**src/rtl/ticket_vending_ctrl.sv**
```systemverilog
// Station-ticket vending controller: prices a journey, collects coins, dispenses
// tickets over valid/ready and returns change, with cancel and inactivity timeout.
module ticket_vending_ctrl #(
  parameter int unsigned STATION_W   = 3,
  parameter int unsigned TICKET_W    = 3,
  parameter int unsigned COIN_W      = 6,
  parameter int unsigned MONEY_W     = 10,
  parameter int unsigned FARE_UNIT   = 5,
  parameter int unsigned TIMEOUT_CYC = 255
) (
  input  logic                 clk,
  input  logic                 reset,
  input  logic                 start,
  input  logic [STATION_W-1:0] origin,
  input  logic [STATION_W-1:0] destination,
  input  logic [TICKET_W-1:0]  howManyTicket,
  input  logic                 coin_valid,
  input  logic [COIN_W-1:0]    money,
  input  logic                 cancel,
  input  logic                 ticket_ready,
  output logic [MONEY_W-1:0]   costOfTicket,
  output logic [MONEY_W-1:0]   moneyToPay,
  output logic [MONEY_W-1:0]   totalMoney,
  output logic [MONEY_W-1:0]   change,
  output logic                 ticket_valid,
  output logic                 busy,
  output logic                 done,
  output logic                 cancelled
);

  typedef enum logic [2:0] {IDLE, PRICE, TOTAL, PAY, DISPENSE, FINISH, REFUND} state_t;

  localparam int unsigned TMR_W = $clog2(TIMEOUT_CYC + 1);
  localparam int unsigned SUM_W = ((MONEY_W > COIN_W) ? MONEY_W : COIN_W) + 1;
  localparam logic [MONEY_W-1:0] MONEY_MAX = '1;

  state_t               state_q, state_d;
  logic [STATION_W-1:0] orig_q, orig_d, dest_q, dest_d, span;
  logic [TICKET_W-1:0]  tix_q, tix_d, hs_q, hs_d;
  logic [TMR_W-1:0]     tmr_q, tmr_d;
  logic [MONEY_W-1:0]   cost_d, due_d, total_d, change_d, sat_total;
  logic [SUM_W-1:0]     sum;
  logic                 tv_d, busy_d, done_d, cancelled_d;

  always_ff @(posedge clk or posedge reset) begin
    if (reset) begin
      state_q      <= IDLE;
      orig_q       <= '0;
      dest_q       <= '0;
      tix_q        <= '0;
      hs_q         <= '0;
      tmr_q        <= '0;
      costOfTicket <= '0;
      moneyToPay   <= '0;
      totalMoney   <= '0;
      change       <= '0;
      ticket_valid <= 1'b0;
      busy         <= 1'b0;
      done         <= 1'b0;
      cancelled    <= 1'b0;
    end else begin
      state_q      <= state_d;
      orig_q       <= orig_d;
      dest_q       <= dest_d;
      tix_q        <= tix_d;
      hs_q         <= hs_d;
      tmr_q        <= tmr_d;
      costOfTicket <= cost_d;
      moneyToPay   <= due_d;
      totalMoney   <= total_d;
      change       <= change_d;
      ticket_valid <= tv_d;
      busy         <= busy_d;
      done         <= done_d;
      cancelled    <= cancelled_d;
    end
  end

  always_comb begin
    state_d     = state_q;
    orig_d      = orig_q;
    dest_d      = dest_q;
    tix_d       = tix_q;
    hs_d        = hs_q;
    tmr_d       = tmr_q;
    cost_d      = costOfTicket;
    due_d       = moneyToPay;
    total_d     = totalMoney;
    change_d    = change;
    tv_d        = ticket_valid;
    done_d      = 1'b0;
    cancelled_d = 1'b0;

    span      = (dest_q >= orig_q) ? (dest_q - orig_q) : (orig_q - dest_q);
    sum       = SUM_W'(totalMoney) + SUM_W'(money);
    sat_total = (sum > SUM_W'(MONEY_MAX)) ? MONEY_MAX : sum[MONEY_W-1:0];

    // Pulses and change are decided on the transition so they appear together
    // with the FINISH/REFUND state rather than one cycle after it.
    case (state_q)
      IDLE: begin
        if (start && (howManyTicket != '0)) begin
          orig_d  = origin;
          dest_d  = destination;
          tix_d   = howManyTicket;
          state_d = PRICE;
        end
      end
      PRICE: begin
        cost_d   = (MONEY_W'(span) + MONEY_W'(1)) * MONEY_W'(FARE_UNIT);
        due_d    = '0;
        total_d  = '0;
        change_d = '0;
        hs_d     = '0;
        state_d  = TOTAL;
      end
      TOTAL: begin
        due_d   = MONEY_W'(tix_q) * costOfTicket;
        tmr_d   = TMR_W'(TIMEOUT_CYC);
        state_d = PAY;
      end
      PAY: begin
        if (cancel) begin
          change_d    = totalMoney;
          cancelled_d = 1'b1;
          state_d     = REFUND;
        end else if (coin_valid) begin
          total_d = sat_total;
          tmr_d   = TMR_W'(TIMEOUT_CYC);
          if (sat_total >= moneyToPay) begin
            tv_d    = 1'b1;
            state_d = DISPENSE;
          end
        end else begin
          tmr_d = tmr_q - TMR_W'(1);
          if (tmr_q <= TMR_W'(1)) begin
            change_d    = totalMoney;
            cancelled_d = 1'b1;
            state_d     = REFUND;
          end
        end
      end
      DISPENSE: begin
        if (ticket_ready) begin
          hs_d = hs_q + TICKET_W'(1);
          if ((hs_q + TICKET_W'(1)) == tix_q) begin
            tv_d     = 1'b0;
            change_d = totalMoney - moneyToPay;
            done_d   = 1'b1;
            state_d  = FINISH;
          end
        end
      end
      FINISH:  state_d = IDLE;
      REFUND:  state_d = IDLE;
      default: state_d = IDLE;
    endcase

    busy_d = (state_d != IDLE);
  end

endmodule

```
**config.mk**
```make
export PLATFORM = sky130hd
export DESIGN_NAME = ticket_vending_ctrl
export DESIGN_NICKNAME = d
export VERILOG_FILES = /design/src/rtl/ticket_vending_ctrl.sv
export SDC_FILE = /design/constraint.sdc
export NUM_CORES = 1
export LEC_CHECK = 0
export BUFFER_PORTS_ARGS = -buffer_cell sky130_fd_sc_hd__buf_4
export CORE_MARGIN = 2
export CORE_UTILIZATION = 59
export DETAILED_ROUTE_END_ITERATION = 6
export PLACE_DENSITY = 0.82
export SETUP_SLACK_MARGIN = 0.4
export SYNTH_ARGS = -nofsm -noshare
export SYNTH_HDL_FRONTEND = slang
export SYNTH_SLANG_ARGS = --single-unit
```
**constraint.sdc**
```tcl
create_clock -name clk -period 3.4 [get_ports clk]
set_input_delay 0.34 -clock clk [delete_from_list [all_inputs] [get_ports clk]]
set_output_delay 0.34 -clock clk [all_outputs]
set_load 0.02 [all_outputs]
```
==> metrics.yaml, run 1 <==
global_route:
  grt_pass1_vias: 3916
  grt_util_all_layers_pct: 27.30
  grt_pass1_wl_mm: 18.57
  grt_overflow_total: 0
  grt_max_degree: 48
  antenna_found_initial: 0
cts:
  clock-sinks: 64
  cts_hold_buf: 0
  cts.clk_slew.worst_paths_ns: 0.08
  cts_buffer_depth: 2
  clockRootBuffer: "clkbuf_8"
  cts_tree: "yes"
  htreeDepth: 3
  clk_latency_ns: 0.35
  cts_inserted_buffers: 9
detailed_routing:
  drcViolationCount: 0
  postRouteAntennaNets: 0
  drt_wl_total_mm: 11.03
  wl_per_cell_um: 15.96
  vias_per_cell: 5.897
  vias: 4075
  dr.pass1.iters: 5
  drt_iter0_markers: 273
logic_synthesis:
  ys_ff_latch: 64
  synth_warnings: 0
  syn_area_um2: 4676
  seq_area_frac_synth_pct: 34.25
  ys_async_sr_fraction_pct: 100.0
  synth_edf_count: 0
  synth_top_area_share_pct: 34.25
  yosysTopAreaCell: "dfrtp_1"
  synth.distinct_cells: 58
  syn_avg_cell_area_um2: 9.114
  synth_area_leaders: "dfrtp_1, ha_1, nand2_1"
  synthFlopType: "dfrtp_1"
  synth_cells: 513
status:
  status: "completed"
layout:
  drive_above_1_share_pct: 21.90
  fillCellCount: 575
  regArea_um2: 1605
  nets: 662
  area_delta_synth_final_pct: 19.43
  diodes: 0
  multi_input_area_um2: 2910
timing:
  setup_tns_ns: 0
  clock_skew_ns: 0.008364
  drv_slew: 0
  maxSlewHeadroom_pct: 33.97
  final_hold_viol_count: 0
  fin_crit_sh_pct: 89.55
  min_period_ns: 3.045
  tightestPinTransition_ns: 0.9890
  rsz0062_at_grt: "true"
  setup_viol: 0
  fmax_mhz: 328.4
critical_path:
  cp.required_ns: 3.64
  startpoint: "totalMoney[0]"
  cp.arrival_ns: 3.29
  critPathCaptureType: "flop"
  path_class: "reg2reg"
  worstPathMaxFanout: 8
  rr_worst_depth: 14
  r2r_end: "state_q[2]"
  cp-endpoint: "state_q[2]"
  rr_startpoint: "totalMoney[0]"
  crit_path_start_kind: "flop"
  rrSetupSlack_ns: 0.36
power:
  powerDensity_nw_per_um2: 983.4
  finalPower_uw: 5492
  irDropWorstVdd_mv: 1.025
  p_leak_uw: 0.002688
die:
  ios: 65
  start_util_pct: 60.82
  die_area_um2: 8653
  row_count: 32
  die_h_um: 93.02
  die_x_um: 93.02
  core-area_um2: 7687
min_path:
  hold_class: "in2reg"
job:
  cap_violations: 0
placed_design:
  port_buffers: 61
  detailed_place_hpwl_mm: 8.225
  place.gp.congestion: 0.9548
## power by group
group / leakage (uW) / total (uW) / internal, uW / switching [uW]
registers: 0.000786 / 1330 / 1020 / 310
clock network: 0.000104 / 725 / 413 / 312
logic: 0.00180 / 3440 / 1550 / 1890
total: 0.00269 / 5490 / 2980 / 2510
## cell usage after synthesis, types with 9 or more instances
| library cell | instances |
|---|---|
| dfrtp_1 | 64 |
| nand2_1 | 63 |
| ha_1 | 46 |
| inv_1 | 42 |
| nor2_1 | 35 |
| a21oi_1 | 33 |
| o21ai_0 | 23 |
| a22o_1 | 19 |
| nand2b_1 | 14 |
| nand3_1 | 13 |
| xnor2_1 | 12 |
| fa_1 | 11 |
| xor2_1 | 11 |
| a21o_1 | 9 |
## critical path, cell delays in order (launching register included)
cell	delay, ns
dfrtp_2	0.43
ha_4	0.17
fa_2	0.40
a21oi_2	0.14
nor2b_1	0.08
o21a_2	0.22
nor2b_4	0.15
nand2b_1	0.17
ha_1	0.29
o21a_1	0.17
o2111ai_1	0.17
inv_1	0.09
a21oi_2	0.20
o21ai_1	0.08
a21o_1	0.18
## cell type report
type,instances,share of cell area (%)
clock buffer,11,2.353
sequential,64,28.75
timing repair buffer,76,10.22
multi-input combinational,391,52.12
tap,102,2.285
inverter,42,2.823
clock inverter,5,1.456
## per-stage QoR
step / hold WS (ns) / setup WS, ns / instances / cell area (um2) / utilization [%]
floorplan: 0.4454 / 0.4086 / 515 / 4690 / -
global placement: 0.4863 / 0.2733 / 664 / 5199 / 67.63
detailed placement: 0.4967 / 0.09505 / 664 / 5199 / 67.63
CTS: 0.1661 / 0.3752 / 688 / 5530 / 71.94
global route: 0.1809 / 0.2403 / 691 / 5584 / 72.64
finish: 0.1780 / 0.3552 / 691 / 5584 / 72.64
## metal layers
metal  GRT usage (%)  vias to the layer above  wire (um)
li1                -                     1940          -
met1           36.53                     1941       4725
met2           44.57                      169       5308
met3           4.512                       25        700
met4           10.91                        0        291
met5               0                        -          0
## repair_timing
item,4_1_cts,5_1_grt
pin swaps,6,12
setup endpoints to repair,6,7
cloned,0,0
resized for setup,12,13
buffers inserted,8,3
## how the worst min path moves through the flow
| stage | depth (start not counted) | to | start | slack (ns) |
|---|---|---|---|---|
| after global placement | 2 | dest_q[2] | dest_q[2] | 0.49 |
| after CTS | 3 | dest_q[2] | destination[2] | 0.17 |
| final | 3 | dest_q[2] | destination[2] | 0.18 |
| after floorplan | 2 | dest_q[2] | destination[2] | 0.45 |
| after detailed placement | 2 | dest_q[2] | dest_q[2] | 0.50 |
| after global routing | 3 | dest_q[2] | destination[2] | 0.18 |
## cell families after synthesis
kind of cell,synth area share [%]
AOI/OAI and AO/OA,19.21
xor gates and xnor gates,4.308
adders and majority gates,17.02
buffers and inverters,5.646
DFF,34.25
muxes,0.4282
other,0.08020
and+or+nand+nor,19.05
## registers in the layout, summed over array words and instances (netlist names)
signal,flops
change,10
moneyToPay,10
totalMoney,10
tmr_q,8
costOfTicket,7
dest_q,3
hs_q,3
orig_q,3
state_q,3
tix_q,3
busy,1
cancelled,1
done,1
ticket_valid,1
## cell usage in the layout (no fill, tap or decap), drive strengths merged, types with 19 or more instances in the layout
cell and count:
nor2 37, buf 76, ha 46, a22o 19
a21oi 35, nand2 63, o21ai 24, inv 42
dfrtp 64
(Power assumes the default switching activity.)
==> run 2: changes to the inputs <==
PLACE_DENSITY = 0.91   (was 0.82)
==> run 2 against run 1 <==
Against the previous run:
- setup slack lost 0.055 ns
- core utilization is 1.1 points higher
- maximum frequency down 1.8%
- first-iteration DRC count up 16%
- critical path type unchanged
- wire length rose by 8.4%
- count of clock-buffer cells in the layout unchanged
- design area up 1.6%
- sequential share of layout area shrank 0.40 points
- sequential power about the same
- highest routed layer unchanged
- largest cell class unchanged
- die area unchanged
- flip-flop and latch count is the same
- largest power group unchanged
- non-clock buffer count up 3
==> metrics.yaml, run 2 (synthesized netlist as in run 1, its figures left out) <==
critical_path:
  critPathCaptureType: "flop"
  crit_path_start_kind: "flop"
  startpoint: "totalMoney[0]"
  rr_worst_depth: 13  # -1
  rr_startpoint: "totalMoney[0]"
  path_class: "reg2reg"
  worstPathMaxFanout: 8  # unchanged
  cp.arrival_ns: 3.34  # +0.05 ns
  cp.required_ns: 3.64  # about the same
timing:
  fin_crit_sh_pct: 91.18  # +1.6 points
  final_hold_viol_count: 0  # unchanged
  setup_tns_ns: 0  # unchanged
  min_period_ns: 3.100  # +0.05526 ns
  drv_slew: 0  # unchanged
  fmax_mhz: 322.6  # -1.8%
  tightestPinTransition_ns: 1.044  # +0.05489 ns
  maxSlewHeadroom_pct: 30.30  # -3.7 points
  setup_viol: 0  # unchanged
  clock_skew_ns: 0.004902  # -0.003462 ns
  rsz0062_at_grt: "true"
cts:
  clock-sinks: 64  # unchanged
  cts_hold_buf: 0  # unchanged
  htreeDepth: 3  # unchanged
  cts_buffer_depth: 2  # unchanged
  cts.clk_slew.worst_paths_ns: 0.07  # about the same
  clockRootBuffer: "clkbuf_8"
  cts_inserted_buffers: 9  # unchanged
  clk_latency_ns: 0.35  # about the same
  cts_tree: "yes"
detailed_routing:
  postRouteAntennaNets: 0  # unchanged
  dr.pass1.iters: 6  # +1
  wl_per_cell_um: 17.25  # +8.1%
  drt_wl_total_mm: 11.96  # +8.4%
  vias_per_cell: 6.085  # +3.2%
  drt_iter0_markers: 316  # +16%
  drcViolationCount: 0  # unchanged
  vias: 4217  # +3.5%
global_route:
  antenna_found_initial: 0  # unchanged
  grt_util_all_layers_pct: 26.65  # -0.65 points
  grt_overflow_total: 0  # unchanged
  grt_pass1_vias: 3832  # -2.1%
  grt_max_degree: 51  # +6.3%
  grt_pass1_wl_mm: 18.04  # -2.9%
placed_design:
  place.gp.congestion: 0.9419  # -1.4%
  detailed_place_hpwl_mm: 8.103  # -1.5%
  dpl_cell_area_um2: 5191  # -0.14%
  place_inst: 663  # -0.15%
  port_buffers: 61  # unchanged
layout:
  area_delta_synth_final_pct: 21.30
  fin_area_um2: 5672  # +1.6%
  drive_above_1_share_pct: 24.70  # +2.8 points
  top_regs: "change x10, moneyToPay x10, totalMoney x10"
  final_common_cell: "buf_4"
  nets: 665  # +0.45%
  fin_cells: 693  # +0.29%
  layout_common_cells: "buf_4, nand2_1, dfrtp_1"
  diodes: 0  # unchanged
power:
  powerDensity_nw_per_um2: 1050  # +6.8%
  switching_power_uw: 2826  # +12%
  switching_share_pct: 47.45  # +1.7 points
  seqPwrFrac_pct: 22.5  # -1.6 points
  pwr-share-clk_pct: 9.6  # -3.6 points
  p_leak_uw: 0.002698  # +0.38%
  pwr-share-comb_pct: 67.9  # +5.2 points
  irDropWorstVdd_mv: 1.054  # +2.9%
  intPower_uw: 3130  # +5.1%
status:
  status: "completed"
die:
  die_x_um: 93.02  # unchanged
  die_h_um: 93.02  # unchanged
  die_area_um2: 8653  # unchanged
  row_count: 32  # unchanged
  ios: 65  # unchanged
  start_util_pct: 60.82  # unchanged
  core-area_um2: 7687  # unchanged
job:
  cap_violations: 0  # unchanged
min_path:
  hp-start: "destination[2]"
  min_path_cells: 3  # unchanged
  hold_class: "in2reg"
[run 2: power groups by stage]
| stage | clock network, uW | logic (uW) | registers (uW) |
|---|---|---|---|
| 6_report | 571 | 4050 | 1340 |
| 5_1_grt | 604 | 4390 | 1370 |
| 4_1_cts | 578 | 3330 | 1320 |
| 3_5_place_dp | 0 | 3020 | 1340 |
| 3_3_place_gp | 0 | 2860 | 1320 |
| 2_1_floorplan | 0 | 2140 | 1400 |
[run 2: what timing repair did]
action	4_1_cts	5_1_grt
endpoints found under the setup margin	6	8
pin swaps	4	21
gates resized for setup	17	28
buffers inserted	3	12
[run 2: path summary, 6_finish.rpt]
path / endpoint / slack, ns
worst max-delay path: state_q[2] / 0.30
worst min-delay path: dest_q[2] / 0.18
worst max register to register: state_q[2] / 0.30
worst min register to register: change[9] / 0.52
max in group asynchronous: tmr_q[3] / 2.36
min in group asynchronous: orig_q[0] / 0.25
[run 2: area by class of cell]
type | count | area (um2)
clock buffers | 11 | 141.4
clock inverters | 4 | 22.52
fillers | 517 | 2016
inverters | 42 | 157.7
multi-input cells | 391 | 3022
flip-flops and latches | 64 | 1608
well taps | 102 | 127.6
repair buffers | 79 | 593.1
[run 2: per-stage QoR]
stage,hold WS (ns),utilization [%],setup WS (ns),total power [uW]
final,0.1803,73.78,0.2999,5956
after global routing,0.1929,73.78,0.1875,6363
after CTS,0.1793,71.06,0.3989,5231
after detailed placement,0.4888,67.53,0.1638,4354
after global placement,0.4752,67.53,0.2870,4187
after floorplan,0.4454,-,0.4086,3543
[run 2: per-layer routing]
layer | vias up | wire [um] | global-route usage, %
met1 | 2041 | 4701 | 32.93
met5 | - | 0 | 0
li1 | 1930 | - | -
met4 | 0 | 378 | 10.78
met3 | 45 | 821 | 5.238
met2 | 201 | 6055 | 45.89
[run 2: worst max-delay path, cell delays in order, from the launching register on]
cell      delay, ns
dfrtp_2        0.43
ha_4           0.17
fa_2           0.40
a21oi_2        0.15
nor2b_2        0.06
o21a_2         0.20
nor2b_4        0.15
or2_2          0.29
ha_1           0.29
a21oi_1        0.13
o211ai_1       0.16
a21oi_2        0.27
o21ai_1        0.10
a21o_1         0.19
==> run 3: changes to the inputs <==
SETUP_SLACK_MARGIN = default   (was 0.4)
==> run 3 against run 2 <==
Against the previous run:
- maximum frequency shrank 4.1%
- critical endpoint unchanged
- clock power up 11%
- largest cell class unchanged
- cell count fell by 2.0%
- die area unchanged
- total power is 14% lower
- flip-flop and latch count unchanged
- sequential share of layout area rose by 1.3 points
- setup slack got worse by 0.13 ns
- critical path type unchanged
- non-clock buffer count down 14
- worst hold slack better by 0.0072 ns
==> metrics.yaml, run 3 (synthesized netlist as in run 1, its figures left out) <==
status:
  status: "completed"
critical_path:
  path_class: "reg2reg"
  critPathCaptureType: "flop"
  rrSetupSlack_ns: 0.17  # -0.13 ns
  rr_worst_depth: 14  # +1
  cp.arrival_ns: 3.47  # +0.13 ns
  r2r_end: "state_q[2]"
  worstPathMaxFanout: 8  # unchanged
  crit_path_start_kind: "flop"
  rr_startpoint: "totalMoney[0]"
  cp.required_ns: 3.63  # about the same
job:
  cap_violations: 0  # unchanged
cts:
  htreeDepth: 3  # unchanged
  cts.clk_slew.worst_paths_ns: 0.07  # about the same
  clk_latency_ns: 0.34  # about the same
  cts_buffer_depth: 2  # unchanged
  clock-sinks: 64  # unchanged
  cts_tree: "yes"
  cts_inserted_buffers: 9  # unchanged
  clockRootBuffer: "clkbuf_8"
power:
  irDropWorstVdd_mv: 1.003  # -4.8%
  p_leak_uw: 0.002633  # -2.4%
  finalPower_uw: 5148  # -14%
  powerDensity_nw_per_um2: 951.9  # -9.3%
detailed_routing:
  vias_per_cell: 5.819  # -4.4%
  postRouteAntennaNets: 0  # unchanged
  dr.pass1.iters: 7  # +1
  drt_wl_total_mm: 10.77  # -10%
  vias: 3951  # -6.3%
  drt_iter0_markers: 222  # -30%
  drcViolationCount: 0  # unchanged
  wl_per_cell_um: 15.85  # -8.1%
min_path:
  min_path_cells: 3  # unchanged
  min_to: "dest_q[2]"
  hold_class: "in2reg"
  hp-start: "destination[2]"
timing:
  drv_slew: 0  # unchanged
  worst_slack_ns: 0.1658  # -0.1341 ns
  clock_skew_ns: 0.009094  # +0.004193 ns
  min_period_ns: 3.234  # +0.1341 ns
  maxSlewHeadroom_pct: 43.04  # +13 points
  fin_crit_sh_pct: 95.12  # +3.9 points
  tightestPinTransition_ns: 0.8425  # -0.2014 ns
  final_hold_viol_count: 0  # unchanged
  setup_viol: 0  # unchanged
  fmax_mhz: 309.2  # -4.1%
  whs_ns: 0.1875  # +0.007192 ns
die:
  row_count: 32  # unchanged
  die_x_um: 93.02  # unchanged
  core-area_um2: 7687  # unchanged
  ios: 65  # unchanged
  die_area_um2: 8653  # unchanged
  start_util_pct: 60.82  # unchanged
  die_h_um: 93.02  # unchanged
placed_design:
  port_buffers: 61  # unchanged
  place.gp.congestion: 0.9350  # -0.73%
  place_ws_ns: 0.08655  # -0.07725 ns
  place_inst: 663  # unchanged
  detailed_place_hpwl_mm: 8.300  # +2.4%
  dpl_cell_area_um2: 5185  # -0.12%
layout:
  area_delta_synth_final_pct: 15.65
  fin_area_um2: 5408  # -4.7%
  final_common_cell: "buf_4"
  layout_common_cells: "buf_4, dfrtp_1, nand2_1"
  fin_cells: 679  # -2.0%
  top_regs: "change x10, moneyToPay x10, totalMoney x10"
  drive_above_1_share_pct: 17.33  # -7.4 points
  nets: 651  # -2.1%
  diodes: 0  # unchanged
global_route:
  grt_max_degree: 65  # +27%
  antenna_found_initial: 0  # unchanged
  grt_pass1_vias: 3850  # +0.47%
  grt_pass1_wl_mm: 17.84  # -1.1%
  grt_overflow_total: 0  # unchanged
  grt_util_all_layers_pct: 26.05  # -0.60 points
run 3: critical path: stages (launching register included):
cell       delay (ns)
dfrtp_1          0.42
ha_1             0.23
fa_1             0.41
a21oi_1          0.16
nor2b_1          0.09
o21a_2           0.26
nor2b_4          0.16
nand2b_1         0.17
ha_1             0.28
o21a_1           0.17
o2111ai_1        0.19
inv_1            0.09
a21oi_1          0.20
o21ai_0          0.12
a21o_1           0.19
run 3: layout make-up:
cell class	count	area (um2)
Multi-Input combinational cell	391	2841
Fill cell	589	2280
Sequential cell	64	1602
Timing Repair Buffer	65	488.0
Clock buffer	13	178.9
Inverter	42	157.7
Tap cell	102	127.6
Clock inverter	2	12.51
run 3: repair_timing:
action / CTS / global route
endpoints found under the hold margin: 0 / 0
buffers inserted: 0 / 1
resized for setup: 0 / 6
endpoints found under the setup margin: 0 / 4
hold buffers: 0 / 0
run 3: worst max-delay path by stage:
stage | slack, ns | to | from | cells past startpoint
after CTS | 0.08 | state_q[2] | totalMoney[0] | 15
after global routing | -0.003 | state_q[2] | totalMoney[0] | 14
after floorplan | 0.33 | state_q[2] | totalMoney[0] | 15
after detailed placement | 0.09 | state_q[2] | money[0] | 16
final | 0.17 | state_q[2] | totalMoney[0] | 14
after global placement | 0.19 | state_q[2] | money[0] | 15
run 3: where the power goes:
| part | internal (uW) | switching [uW] | total (uW) | leakage (uW) |
|---|---|---|---|---|
| Sequential | 1010 | 315 | 1330 | 0.000790 |
| Clock | 339 | 295 | 635 | 0.0000975 |
| Combinational | 1380 | 1810 | 3190 | 0.00175 |
run 3: per-layer routing:
layer,global-route usage [%],wire length [um],vias to the layer above
met5,0,0,-
met4,9.804,263,0
li1,-,-,1909
met1,31.97,4602,1912
met2,45.71,5448,106
met3,4.835,450,24
run 3: stage by stage:
| step | TNS (ns) | util [%] |
|---|---|---|
| 4_1_cts | 0 | 69.94 |
| 6_report | 0 | 70.35 |
| 5_1_grt | -0.002615 | 70.35 |
| 3_3_place_gp | 0 | 67.45 |
| 3_5_place_dp | 0 | 67.45 |
| 2_1_floorplan | 0 | - |
